[src/rtl/sfp_drain_pkg.sv]
// Shared constants, helper functions and serializer state type for sfp_drain.
package sfp_drain_pkg;

  typedef enum logic {
    ST_EMPTY = 1'b0,
    ST_SEND  = 1'b1
  } ser_state_t;

  function automatic int lanes_per_beat(input int out_bw, input int psum_bw);
    return out_bw / psum_bw;
  endfunction

  function automatic int beats_per_row(input int col, input int lpb);
    return col / lpb;
  endfunction

  function automatic int count_width(input int depth);
    return $clog2(depth + 1);
  endfunction

endpackage

[src/rtl/sfp_row_fifo.sv]
// Row FIFO with an occupancy counter; the head entry is visible combinationally on rd_data.
module sfp_row_fifo #(
  parameter int width = 128,
  parameter int depth = 4
) (
  input  logic                         clk,
  input  logic                         reset,
  input  logic                         wr_en,
  input  logic [width-1:0]             wr_data,
  input  logic                         rd_en,
  output logic [width-1:0]             rd_data,
  output logic [$clog2(depth+1)-1:0]   count,
  output logic                         full,
  output logic                         empty
);

  localparam int aw = $clog2(depth);
  localparam int cw = $clog2(depth + 1);

  logic [width-1:0] r_mem [depth];
  logic [aw-1:0]    r_wr_ptr;
  logic [aw-1:0]    r_rd_ptr;
  logic [cw-1:0]    r_count;
  logic             w_do_wr;
  logic             w_do_rd;

  assign full    = (r_count == cw'(depth));
  assign empty   = (r_count == '0);
  assign w_do_wr = wr_en && !full;
  assign w_do_rd = rd_en && !empty;
  assign rd_data = r_mem[r_rd_ptr];
  assign count   = r_count;

  // Storage needs no reset: nothing is read until the count says it was written.
  always_ff @(posedge clk) begin
    if (w_do_wr) r_mem[r_wr_ptr] <= wr_data;
  end

  always_ff @(posedge clk or posedge reset) begin
    if (reset) begin
      r_wr_ptr <= '0;
      r_rd_ptr <= '0;
      r_count  <= '0;
    end else begin
      if (w_do_wr) r_wr_ptr <= r_wr_ptr + 1'b1;
      if (w_do_rd) r_rd_ptr <= r_rd_ptr + 1'b1;
      case ({w_do_wr, w_do_rd})
        2'b10:   r_count <= r_count + 1'b1;
        2'b01:   r_count <= r_count - 1'b1;
        default: r_count <= r_count;
      endcase
    end
  end

endmodule

[src/rtl/sfp_drain.sv]
// Captures core rows into a small FIFO and serializes them as out_bw-wide beats on a valid/ready stream.
//   state    | meaning
//   ST_EMPTY | no row in the serializer, out_valid low
//   ST_SEND  | row register holds a row, presenting beat r_beat
module sfp_drain
  import sfp_drain_pkg::*;
#(
  parameter int psum_bw = 16,
  parameter int col     = 8,
  parameter int out_bw  = 32,
  parameter int depth   = 4
) (
  input  logic                                clk,
  input  logic                                reset,
  input  logic [col*psum_bw-1:0]              sfp_out,
  input  logic                                sfp_valid,
  output logic                                sfp_ready,
  output logic [out_bw-1:0]                   out_data,
  output logic                                out_valid,
  input  logic                                out_ready,
  output logic                                out_last,
  output logic [count_width(depth)-1:0]       fifo_count,
  output logic                                overflow,
  input  logic                                clear_ovf
);

  localparam int lpb   = lanes_per_beat(out_bw, psum_bw);
  localparam int beats = beats_per_row(col, lpb);
  localparam int row_w = col * psum_bw;
  localparam int cw    = count_width(depth);
  localparam int bw    = (beats > 1) ? $clog2(beats) : 1;

  ser_state_t        r_state;
  ser_state_t        w_state_nxt;
  logic [row_w-1:0]  r_row;
  logic [bw-1:0]     r_beat;
  logic [bw-1:0]     w_beat_nxt;
  logic [out_bw-1:0] r_out_data;
  logic              r_out_last;
  logic              r_overflow;

  logic              w_fifo_full;
  logic              w_fifo_empty;
  logic [row_w-1:0]  w_head;
  logic [cw-1:0]     w_count;
  logic              w_wr;
  logic              w_drop;
  logic              w_pop;
  logic              w_adv;
  logic              w_to_empty;
  logic              w_last_beat;
  logic [row_w-1:0]  w_src_row;
  logic [out_bw-1:0] w_data_nxt;
  logic              w_last_nxt;

  // Ready depends only on occupancy, so a full FIFO refuses a write even on a popping edge.
  assign sfp_ready = !w_fifo_full;
  assign w_wr      = sfp_valid && !w_fifo_full;
  assign w_drop    = sfp_valid && w_fifo_full;

  sfp_row_fifo #(
    .width (row_w),
    .depth (depth)
  ) u_fifo (
    .clk     (clk),
    .reset   (reset),
    .wr_en   (w_wr),
    .wr_data (sfp_out),
    .rd_en   (w_pop),
    .rd_data (w_head),
    .count   (w_count),
    .full    (w_fifo_full),
    .empty   (w_fifo_empty)
  );

  assign w_last_beat = (r_beat == bw'(beats - 1));

  always_comb begin
    w_state_nxt = r_state;
    w_beat_nxt  = r_beat;
    w_pop       = 1'b0;
    w_adv       = 1'b0;
    w_to_empty  = 1'b0;
    case (r_state)
      ST_EMPTY: begin
        if (!w_fifo_empty) begin
          w_pop       = 1'b1;
          w_beat_nxt  = '0;
          w_state_nxt = ST_SEND;
        end
      end
      ST_SEND: begin
        if (out_ready) begin
          if (!w_last_beat) begin
            w_adv      = 1'b1;
            w_beat_nxt = r_beat + 1'b1;
          end else if (!w_fifo_empty) begin
            w_pop      = 1'b1;
            w_beat_nxt = '0;
          end else begin
            w_to_empty  = 1'b1;
            w_state_nxt = ST_EMPTY;
          end
        end
      end
      default: w_state_nxt = ST_EMPTY;
    endcase
  end

  always_ff @(posedge clk or posedge reset) begin
    if (reset) r_state <= ST_EMPTY;
    else       r_state <= w_state_nxt;
  end

  // The next beat is sliced from the FIFO head on a pop, otherwise from the held row.
  assign w_src_row  = w_pop ? w_head : r_row;
  assign w_data_nxt = w_src_row[int'(w_beat_nxt)*out_bw +: out_bw];
  assign w_last_nxt = (w_beat_nxt == bw'(beats - 1));

  always_ff @(posedge clk or posedge reset) begin
    if (reset) begin
      r_row      <= '0;
      r_beat     <= '0;
      r_out_data <= '0;
      r_out_last <= 1'b0;
    end else begin
      if (w_pop) r_row <= w_head;
      if (w_pop || w_adv) begin
        r_beat     <= w_beat_nxt;
        r_out_data <= w_data_nxt;
        r_out_last <= w_last_nxt;
      end else if (w_to_empty) begin
        r_out_last <= 1'b0;
      end
    end
  end

  always_ff @(posedge clk or posedge reset) begin
    if (reset)          r_overflow <= 1'b0;
    else if (w_drop)    r_overflow <= 1'b1;
    else if (clear_ovf) r_overflow <= 1'b0;
  end

  assign out_valid  = (r_state == ST_SEND);
  assign out_data   = r_out_data;
  assign out_last   = r_out_last;
  assign fifo_count = w_count;
  assign overflow   = r_overflow;

endmodule

[config.mk]
export PLATFORM = sky130hd
export DESIGN_NAME = sfp_drain
export DESIGN_NICKNAME = d
export VERILOG_FILES = /design/src/rtl/sfp_drain_pkg.sv /design/src/rtl/sfp_row_fifo.sv /design/src/rtl/sfp_drain.sv
export SDC_FILE = /design/constraint.sdc
export NUM_CORES = 1
export LEC_CHECK = 0
export ABC_AREA = 1
export CAP_MARGIN = 10
export CORE_ASPECT_RATIO = 1.1
export CORE_UTILIZATION = 25
export CTS_BUF_LIST = sky130_fd_sc_hd__clkbuf_2 sky130_fd_sc_hd__clkbuf_4 sky130_fd_sc_hd__clkbuf_8
export CTS_CLUSTER_SIZE = 24
export DETAILED_ROUTE_END_ITERATION = 10
export PLACE_DENSITY = 0.41
export SYNTH_ARGS = -nofsm -noshare
export SYNTH_HDL_FRONTEND = slang
export SYNTH_SLANG_ARGS = --single-unit
[constraint.sdc]
create_clock -name clk -period 14.9 [get_ports clk]
set_input_delay 2.98 -clock clk [delete_from_list [all_inputs] [get_ports clk]]
set_output_delay 2.98 -clock clk [all_outputs]
set_load 0.02 [all_outputs]
==> flow_summary.yaml <==
timing:
  maxSlewViolCount: 0
  fin_hold_ws_ns: 0.470
  clock_skew_ns: 0.0497
  setup_viol: 0
  hold_violations: 0
  tightest_slew_ns: 1.00
  worst_slew_margin_rel_pct: 33.2
  max_freq_mhz: 175
  fin_crit_ns: 5.71
  final.setup.worst_slack_ns: 9.19
  rsz0062_at_grt: "false"
  tns_ns: 0
  period_share_pct: 38.3
clocking:
  cts_setup_buffers: 0
  cts_tree: "yes"
  cts.sinks: 684
  cts_buffers: 118
  clockRootBuffer: "clkbuf_8"
  clk_pin_slew_ns: 0.06
  htree_levels: 3
  clk_path_buf_depth: 3
  clock_latency_ns: 0.77
  cts.repair.resized: 0
  cts.hold.buffers_added: 0
worst_setup_path:
  endpoint_kind: "flop"
  worstPathArrival_ns: 6.07
  crit_required_ns: 15.25
  startpoint: "sfp_valid"
  startpoint_type: "primary input"
  path_class: "in -> reg"
  worstPathMaxFanout: 48
  timing.rr.start: "u_fifo.count[0]"
yosys:
  seq_area_frac_synth_pct: 67.3
  synthCells: 3007
  syn_avg_cell_area_um2: 9.72
  syn_nets: 3147
  yosys_warnings: 0
  async_flop_share_pct: 25.1
  ys_seq_elements: 684
  synth.distinct_cells: 21
  synth-edff-count: 512
  netlist_area_um2: 29200
  synth_ff_type: "edfxtp_1"
grt:
  grt.total_usage_pct: 14.6
  grt_overflow: 0
  antenna_found_initial: 14
  grt_max_degree: 129
  grt_pass1_wl_um: 129000
  grt_pass1_vias: 19465
place:
  port_buffers: 171
  dp.cells: 4595
  place.gp.congestion: 0.720
  pre_cts_slack_ns: 8.34
  dp.final_hpwl_um: 51100
  placed_area_um2: 32500
outcome:
  outcome: "finished with violations"
  violations: "DRC"
floorplan:
  io_pins: 172
  dieWidth_um: 328
  start_util_pct: 25.2
  die-area_um2: 118000
  die_height_um: 361
  core_area_um2: 116000
  rows: 131
power:
  p_per_area_nw_per_um2: 200
  peakVddDrop_mv: 0.141
  leakage_nw: 16.0
cells_and_area:
  fin_nets: 3326
  stdcell_count: 4823
  fin_area_um2: 34900
  drive_gt1_share_pct: 7.35
  seq_area_um2: 19700
  multi_input_area_um2: 6950
  area_growth_pct: 19.4
  fill_cells: 12216
routing:
  drtIter0Drc: 1261
  wl_per_cell_um: 17.8
  antenna_left: 0
  drt_wl_total_um: 85900
  routed_via_density: 4.07
  vias: 19625
  drc_errors: 40
  firstDrtPassIters: 9
flow_run:
  max_cap_violations: 0
worst_hold_path:
  min_path_type: "reg -> reg"
  hold_start: "r_row[92]"
where the power goes:
part           switching, mW  internal, mW
Combinational           1.79         0.703
Sequential             0.199          2.57
Clock                  0.788         0.929
Total                   2.77          4.21
final timing paths:
path | slack, ns | to | cells after the start
worst max-delay path | 9.19 | u_fifo.r_mem[3][87] | 6
worst min-delay path | 0.47 | r_row[92] | 2
worst max register to register | 11.22 | u_fifo.r_mem[3][87] | 7
worst min register to register | 0.47 | r_row[92] | 2
max in group asynchronous | 10.57 | u_fifo.r_rd_ptr[1] | 3
min in group asynchronous | 2.70 | out_data[1] | 2
per-layer routing:
| layer | share of wire [%] | global-route usage, % |
|---|---|---|
| met2 | 47 | 24.0 |
| met4 | 1.9 | 3.88 |
| met1 | 46 | 19.6 |
| met3 | 4.2 | 2.62 |
| met5 | 0.042 | 0 |
through the flow:
stage | utilization, % | total power [mW]
after floorplan | - | 4.41
after global placement | 28.0 | 5.38
after detailed placement | 28.0 | 5.38
after CTS | 30.1 | 7.14
after global routing | 30.1 | 7.50
final | 30.1 | 6.98
state kept, by name, summed over array words and instances (netlist names):
| signal | cells |
|---|---|
| u_fifo.r_rd_ptr | 2 |
| r_beat | 2 |
| u_fifo.r_mem | 512 |
| u_fifo.r_wr_ptr | 2 |
| overflow | 1 |
| out_data | 32 |
| out_valid | 1 |
| out_last | 1 |
| u_fifo.count | 3 |
| r_row | 128 |
area by class of cell:
class,count,area share [%]
Antenna cell,3,0.0215
Inverter,534,5.79
Clock buffer,181,6.10
Tap cell,1529,5.48
Sequential cell,684,56.4
Multi-Input combinational cell,1650,19.9
Timing Repair Buffer,198,5.56
Clock inverter,44,0.749
placed cells by master, fill, tap and decap left out, types with 2 or more instances in the layout:
master and n:
nand2_1 1164, inv_1 528, edfxtp_1 512, nand3_1 452, clkdlybuf4s50_1 171, dfrtp_1 170, clkbuf_8 123, clkbuf_4 58
clkinv_1 29, buf_4 25, clkinv_2 9, ha_1 6, nor2_4 5, nor2_1 5, o21ai_0 4, diode_2 3
xor2_1 3, clkinv_8 3, inv_8 2, a21oi_1 2, a21oi_4 2, inv_2 2, buf_12 2, dfrtp_4 2
kinds of logic (layout without fill, tap and decap cells):
group                      count (synthesis)  in the layout  synth area share (%)
and+or+nand+nor                         1630           1630                  22.9
DFF                                      684            684                  67.3
buffers and inverters                    673            957                  9.17
AOI/OAI and AO/OA                          9              9                 0.201
adders and majority gates                  7              7                 0.325
xor gates and xnor gates                   4              4                 0.120
other                                      0              3                     0
worst max-delay path, cell delays in order:
cell and delay (ns):
clkdlybuf4s50_1 0.48, nand2_1 0.32, nor2_4 0.17, buf_4 0.55
buf_4 0.71, buf_4 0.78
cell usage after synthesis (all sizes together) (3+ instances only):
| master | number | area share [%] |
|---|---|---|
| ha | 6 | 0.26 |
| nand2 | 1166 | 15 |
| o21ai | 4 | 0.068 |
| a21oi | 4 | 0.11 |
| clkbuf | 27 | 0.35 |
| dfrtp | 172 | 15 |
| inv | 534 | 6.9 |
| buf | 112 | 2.0 |
| edfxtp | 512 | 53 |
| xor2 | 3 | 0.090 |
| nand3 | 453 | 7.8 |
| nor2 | 11 | 0.16 |
Power figures use the tool's default switching activity.
